[src/rtl/alu_mult_sequencer.sv]
// alu_mult_sequencer
//   Multi-cycle unsigned 32x32 -> 64 multiplier controller. Uses the shared
//   32-bit ripple ALU as its only adder: one add/shift-right step per clock,
//   32 steps per multiply.
//
// Ports
//   clk, rst_n         clock, synchronous active-low reset
//   start              request a multiply (accepted only while busy=0)
//   multiplicand       operand A, sampled on the accepting edge
//   multiplier         operand B, sampled on the accepting edge
//   busy               high while iterations are in progress
//   done               one-cycle pulse when product is valid
//   product            64-bit result, held until the next accepted start
//   alu_a/alu_b        ALU operand drive
//   alu_cin            ALU carry-in (tied 0)
//   alu_cless_than     ALU compare control (tied 0)
//   alu_op             ALU opcode (fixed to add)
//   alu_r/alu_cout     ALU sum and carry-out
module alu_mult_sequencer #(
  parameter logic [2:0]  ALU_OP_ADD = 3'b010,
  parameter int unsigned ITERATIONS = 32
) (
  input  logic        clk,
  input  logic        rst_n,
  input  logic        start,
  input  logic [31:0] multiplicand,
  input  logic [31:0] multiplier,
  output logic        busy,
  output logic        done,
  output logic [63:0] product,
  output logic [31:0] alu_a,
  output logic [31:0] alu_b,
  output logic        alu_cin,
  output logic        alu_cless_than,
  output logic [2:0]  alu_op,
  input  logic [31:0] alu_r,
  input  logic        alu_cout
);

  typedef enum logic {
    IDLE,
    RUN
  } state_t;

  localparam logic [4:0] LAST_CNT = 5'(ITERATIONS - 1);

  state_t      state_q, state_d;
  logic [31:0] p_hi_q, p_lo_q, mcand_q;
  logic [4:0]  cnt_q;
  logic        done_q;
  logic [63:0] product_q;
  logic [63:0] step_val;

  // Carry-out becomes the new top bit of the shifted partial product, so the
  // 33rd sum bit is never lost.
  assign step_val = {alu_cout, alu_r, p_lo_q[31:1]};

  assign alu_a          = p_hi_q;
  assign alu_b          = p_lo_q[0] ? mcand_q : '0;
  assign alu_cin        = 1'b0;
  assign alu_cless_than = 1'b0;
  assign alu_op         = ALU_OP_ADD;

  assign busy    = (state_q == RUN);
  assign done    = done_q;
  assign product = product_q;

  always_comb begin
    state_d = state_q;
    case (state_q)
      IDLE:    if (start) state_d = RUN;
      RUN:     if (cnt_q == LAST_CNT) state_d = IDLE;
      default: state_d = IDLE;
    endcase
  end

  always_ff @(posedge clk) begin
    if (!rst_n) begin
      state_q   <= IDLE;
      p_hi_q    <= '0;
      p_lo_q    <= '0;
      mcand_q   <= '0;
      cnt_q     <= '0;
      done_q    <= 1'b0;
      product_q <= '0;
    end else begin
      state_q <= state_d;
      done_q  <= 1'b0;
      case (state_q)
        IDLE: begin
          if (start) begin
            mcand_q <= multiplicand;
            p_hi_q  <= '0;
            p_lo_q  <= multiplier;
            cnt_q   <= '0;
          end
        end
        RUN: begin
          {p_hi_q, p_lo_q} <= step_val;
          cnt_q            <= cnt_q + 5'd1;
          if (cnt_q == LAST_CNT) begin
            done_q    <= 1'b1;
            product_q <= step_val;
          end
        end
        default: ;
      endcase
    end
  end

endmodule
[config.mk]
export PLATFORM = sky130hd
export DESIGN_NAME = alu_mult_sequencer
export DESIGN_NICKNAME = d
export VERILOG_FILES = /design/src/rtl/alu_mult_sequencer.sv
export SDC_FILE = /design/constraint.sdc
export NUM_CORES = 1
export LEC_CHECK = 0
export ABC_AREA = 1
export CORE_UTILIZATION = 48
export CTS_CLUSTER_SIZE = 20
export DETAILED_ROUTE_END_ITERATION = 8
export HOLD_SLACK_MARGIN = 0.08
export PLACE_DENSITY_LB_ADDON = 0.3
export SLEW_MARGIN = 20
export SYNTH_ARGS = -nofsm -noshare
export SYNTH_HDL_FRONTEND = slang
export SYNTH_SLANG_ARGS = --single-unit
[constraint.sdc]
create_clock -name clk -period 3.05 [get_ports clk]
set_input_delay 0.4575 -clock clk [delete_from_list [all_inputs] [get_ports clk]]
set_output_delay 0.4575 -clock clk [all_outputs]
set_load 0.01 [all_outputs]
==> impl_metrics.json, run 1 <==
{
  "hold_slack_ps": 461,
  "grt_pass1_vias": 5756,
  "crit_required_ps": 2590,
  "outcome": "finished, final reports clean",
  "floorplan.initialDensity": 0.495,
  "cts_sinks": 167,
  "p_clk_frac": 0.426,
  "grt_max_degree": 80,
  "critPathSlowestCell": "clkdlybuf4s50_1",
  "fp.dieW_um": 119,
  "synthArstFlopShare": 0,
  "numPortBuffers": 229,
  "dp_hpwl_mm": 11.2,
  "synth_most_common_cell": "nand2_1",
  "ios": 235,
  "root_buffer": "clkbuf_16",
  "cts_buffer_depth": 2,
  "wl_per_cell_um": 13.4,
  "cts_buffers": 17,
  "path_class": "flop to output port",
  "cp.arrival_ps": 1760,
  "setup-violations-final": 0,
  "synth-edff-count": 0,
  "post-route-period-util": 0.726,
  "gp_congestion": 0.790,
  "slew_violations": 0,
  "maxCapViolCount": 0,
  "p_total_uw": 4880,
  "hold_viol_final": 0,
  "routed_wirelength_mm": 17.4,
  "drtPass1Iterations": 5,
  "synth_top_family_by_area": "simple AND/OR/NAND/NOR gates",
  "synth_compound_area_frac": 0.101,
  "maxClockFrequency_mhz": 452,
  "start_kind": "flop",
  "synth-seq-area-share": 0.508,
  "worstPathMaxFanout": 33,
  "worst_setup_path_end_kind": "output port",
  "power_switching_uw": 1120,
  "dieArea_um2": 14200,
  "cts_hold_buffers": 0,
  "ys.flop_type": "dfxtp_1",
  "yosys-top-cells-count": "nand2_1, dfxtp_1, nor2_1",
  "grt_pass1_wl_mm": 28.2,
  "clkTransAtPathRegs_ps": 60,
  "ys_ff_latch": 167,
  "cts_htree_levels": 4,
  "drtIter0Drc": 593,
  "grt_overflow": 0,
  "power.density_nw_per_um2": 520,
  "area_growth_pct": 42.6,
  "path_cells": "buf_4 > nand2_1 > inv_1 > clkdlybuf4s50_1",
  "finalNetCount": 1212,
  "ir_drop_mv": 0.329,
  "post-cts-setup-buffers": 0,
  "power.share.sequential": 0.474,
  "synth_top_cell_area_share": 0.508,
  "fin_setup_tns_ps": 0,
  "vias": 6446,
  "cts_tree": "yes",
  "swShare": 0.229,
  "min_path_cells": 2,
  "internal-power_uw": 3760,
  "num_rows": 42,
  "synth-simple-area-share": 0.284,
  "holdCritPathClass": "flop to flop",
  "leakage_uw": 0.00397,
  "cp_top_family": "buffers and inverters",
  "gr-usage-all-layers": 0.248,
  "synth.area.mux_share": 0,
  "cts_resized": 0,
  "relSlewSlack": 0.512,
  "path_buf_inv": 3,
  "comb_power_share": 0.100,
  "r2r_cells": 9,
  "synth_fa_ha_area_frac": 0.00570,
  "clock_skew_ps": 8.12,
  "route.detailed.drc": 0,
  "synth.cell_area_um2": 6580,
  "cp.depth": 4,
  "yosysTopAreaCell": "dfxtp_1",
  "syn_avg_cell_area_um2": 7.20,
  "antenna_found_initial": 0,
  "insertion_delay_ps": 420,
  "worst_path_largest_cell_delay_ps": 550,
  "synth_cells": 914,
  "synth_cell_types": 21,
  "drive_above_1_share": 0.0464,
  "via_per_inst": 4.97,
  "die_height_um": 119,
  "core_um2": 13300,
  "ys_top_cells_by_area": "dfxtp_1, nand2_1, a21oi_1",
  "yosys.area_share.xor_xnor": 0,
  "rsz0062_at_grt": "false",
  "ant_nets": 0,
  "diodes": 0,
  "yosys_warnings": 0,
  "period_minus_slack_ps": 2210,
  "tightest_slew_ps": 732
}
## placed cells by master, fill, tap and decap left out, drive strengths merged
cell type and n:
nand2 307, clkdlybuf4s50 228, dfxtp 167, nor2 96, a21oi 89, inv 69, nand3 66, o21ai 44
clkbuf 21, buf 14, clkinv 7, conb 5, ha 3, bufinv 2, and3 1, nor3 1
clkinvlp 1
## sequential cells by signal (all words and copies together), names as in the netlist
name / cells
product: 64
alu_a: 32
mcand_q: 32
p_lo_q: 32
cnt_q: 5
busy: 1
done: 1
## power by group through the flow
stage / logic [uW] / registers [uW] / clock network, uW
5_1_grt: 540 / 2320 / 2210
3_5_place_dp: 487 / 2360 / 0
3_3_place_gp: 482 / 2350 / 0
2_1_floorplan: 247 / 2360 / 0
6_report: 489 / 2310 / 2080
4_1_cts: 492 / 2310 / 2110
## through the flow
stage,area [um2],cells,util,setup WS (ps)
2_1_floorplan,6590,917,-,1530
3_3_place_gp,8810,1266,0.663,874
3_5_place_dp,8810,1266,0.663,834
4_1_cts,9390,1297,0.706,799
5_1_grt,9390,1297,0.706,713
6_report,9390,1297,0.706,836
## logic make-up after synthesis
family / count (synthesis)
fa+ha+maj: 3
buf+inv: 138
simple gates: 471
flops: 167
other cells: 2
compound gates: 133
## routing by layer
| metal | track usage | wire length, um | vias up |
|---|---|---|---|
| li1 | - | - | 3218 |
| met1 | 0.314 | 7310 | 2950 |
| met2 | 0.414 | 8560 | 256 |
| met3 | 0.0546 | 1270 | 22 |
| met4 | 0.0886 | 285 | 0 |
| met5 | 0 | 0 | - |
## area by class of cell
class	count	area [um2]
well taps	176	220
clock inverters	10	103
inverters	69	262
multi-input cells	612	2590
fillers	1118	3910
flip-flops and latches	167	3340
repair buffers	242	2400
clock buffers	21	470
## worst reg2reg max path: stages (launching register included)
cell	delay, ps
dfxtp_1	370
ha_1	200
nand2_1	60
nor2_1	140
ha_1	180
nand2_2	60
inv_2	370
buf_12	280
nand2_1	120
a21oi_1	140
## final timing paths
kind,from,to,slack [ps]
setup / recovery,p_lo_q[0],alu_b[5],840
hold / removal,alu_a[7],alu_a[7],460
setup reg to reg,cnt_q[0],product[54],1070
hold reg to reg,alu_a[7],alu_a[7],460
No activity file was read; power rests on OpenSTA's default activity.
==> inputs of run 2 (changes only) <==
--- a/config.mk
+++ b/config.mk
@@ -6,7 +6,7 @@
 export NUM_CORES = 1
 export LEC_CHECK = 0
 export ABC_AREA = 1
-export CORE_UTILIZATION = 48
+export CORE_UTILIZATION = 41
 export CTS_CLUSTER_SIZE = 20
 export DETAILED_ROUTE_END_ITERATION = 8
 export HOLD_SLACK_MARGIN = 0.08
==> constraint.sdc (replaced) <==
create_clock -name clk -period 1.9 [get_ports clk]
set_input_delay 0.285 -clock clk [delete_from_list [all_inputs] [get_ports clk]]
set_output_delay 0.285 -clock clk [all_outputs]
set_load 0.01 [all_outputs]
==> impl_metrics.json, run 2 (same netlist as run 1, synthesis figures left out) <==
{
  "crit_required_ps": 1620,
  "start_kind": "flop",
  "cts_buffers": 17,
  "vias": 6364,
  "finalNetCount": 1221,
  "largest_register_ffs": 64,
  "core_um2": 15400,
  "cts_buffer_depth": 2,
  "area_growth_pct": 46.6,
  "ant_nets": 0,
  "root_buffer": "clkbuf_16",
  "cp_top_family": "buffers and inverters",
  "setup-violations-final": 0,
  "clock_skew_ps": 9.17,
  "path_class": "flop to output port",
  "final_common_cell": "nand2_1",
  "floorplan.initialDensity": 0.427,
  "fin_area_um2": 9650,
  "cts_tree": "yes",
  "ios": 235,
  "drive_above_1_share": 0.0558,
  "ir_drop_mv": 0.755,
  "dp_hpwl_mm": 12.3,
  "routed_wirelength_mm": 18.5,
  "maxCapViolCount": 0,
  "insertion_delay_ps": 420,
  "internal-power_uw": 6340,
  "hold_viol_final": 0,
  "drtPass1Iterations": 4,
  "hold_slack_ps": 314,
  "path_buf_inv": 1,
  "drtIter0Drc": 325,
  "cp.arrival_ps": 1550,
  "p_clk_frac": 0.450,
  "maxClockFrequency_mhz": 544,
  "place_inst": 1309,
  "post-route-period-util": 0.968,
  "grt_overflow": 0,
  "place_area_um2": 8990,
  "path_cells": "clkdlybuf4s50_1",
  "power_switching_uw": 1890,
  "grt_pass1_wl_mm": 29.0,
  "period_minus_slack_ps": 1840,
  "route.detailed.drc": 0,
  "cts_htree_levels": 4,
  "numPortBuffers": 229,
  "comb_power_share": 0.099,
  "layout_common_cells": "nand2_1, clkdlybuf4s50_1, dfxtp_1, nor2_1, a21oi_1",
  "swShare": 0.230,
  "gr-usage-all-layers": 0.224,
  "power.density_nw_per_um2": 854,
  "holdCritPathClass": "input pin to flop",
  "clkTransAtPathRegs_ps": 60,
  "slew_violations": 0,
  "antenna_found_initial": 0,
  "grt_pass1_vias": 5838,
  "fin_cells": 1341,
  "outcome": "finished, final reports clean",
  "gp_congestion": 0.794,
  "fp.dieW_um": 129,
  "die_height_um": 129,
  "cts_sinks": 167,
  "num_rows": 45,
  "worst_setup_path_end_kind": "output port",
  "diodes": 0,
  "grt_max_degree": 55,
  "post-cts-setup-buffers": 0,
  "wl_per_cell_um": 13.8,
  "critPathSlowestCell": "clkdlybuf4s50_1",
  "worstPathMaxFanout": 17,
  "power.share.sequential": 0.451,
  "rsz0062_at_grt": "false",
  "leakage_uw": 0.00431,
  "dieArea_um2": 16600,
  "via_per_inst": 4.75,
  "worst_path_largest_cell_delay_ps": 640,
  "cts_hold_buffers": 0,
  "fin_setup_tns_ps": 0
}
[run 2: changes by cell type in the layout (fill, tap and decap cells not counted), moves of 2 or more]
| cell | previous run | this run |
|---|---|---|
| clkdlybuf4s50_1 | 228 | 196 |
| dlygate4sd2_1 | 0 | 25 |
| dlymetal6s2s_1 | 0 | 7 |
| buf_12 | 1 | 7 |
| clkinv_2 | 7 | 2 |
| buf_4 | 12 | 14 |
| bufinv_16 | 2 | 4 |
| clkinv_4 | 0 | 2 |
| dfxtp_4 | 0 | 2 |
[run 2: metrics by stage]
step	worst slack (ps)	util	total power, uW
floorplan	379	-	4180
global placement	205	0.583	4600
detailed placement	186	0.583	4610
CTS	0.0594	0.622	8320
global route	7.01	0.625	8560
finish	60.4	0.625	8240
[run 2: cell type report]
type	instances	area [um2]
Clock inverter	11	171
Multi-Input combinational cell	612	2590
Clock buffer	20	467
Timing Repair Buffer	251	2540
Tap cell	211	264
Inverter	69	262
Fill cell	1426	5780
Sequential cell	167	3350
[run 2: routing by layer]
metal | vias up | GRT usage | wire, um
met5 | - | 0 | 0
met4 | 0 | 0.0747 | 253
met3 | 17 | 0.0574 | 1190
met2 | 194 | 0.384 | 8890
met1 | 2904 | 0.272 | 8140
li1 | 3249 | - | -
[run 2: path summary, 6_finish.rpt]
path              slack, ps  cells after the start           to  startpoint
hold / removal          310                      3  mcand_q[18]       rst_n
setup reg to reg        240                      9  product[21]    cnt_q[0]
hold reg to reg         460                      2    alu_a[14]   alu_a[14]
setup / recovery         60                      1         busy        busy
[run 2: repair_timing]
item	4_1_cts	5_1_grt
cloned	0	1
setup endpoints to repair	33	7
gates resized for setup	27	8
[run 2: power by group through the flow]
stage,combinational (uW),sequential [uW],clock [uW]
2_1_floorplan,397,3780,0
3_3_place_gp,808,3790,0
3_5_place_dp,814,3790,0
4_1_cts,815,3710,3790
5_1_grt,899,3730,3930
6_report,813,3720,3710
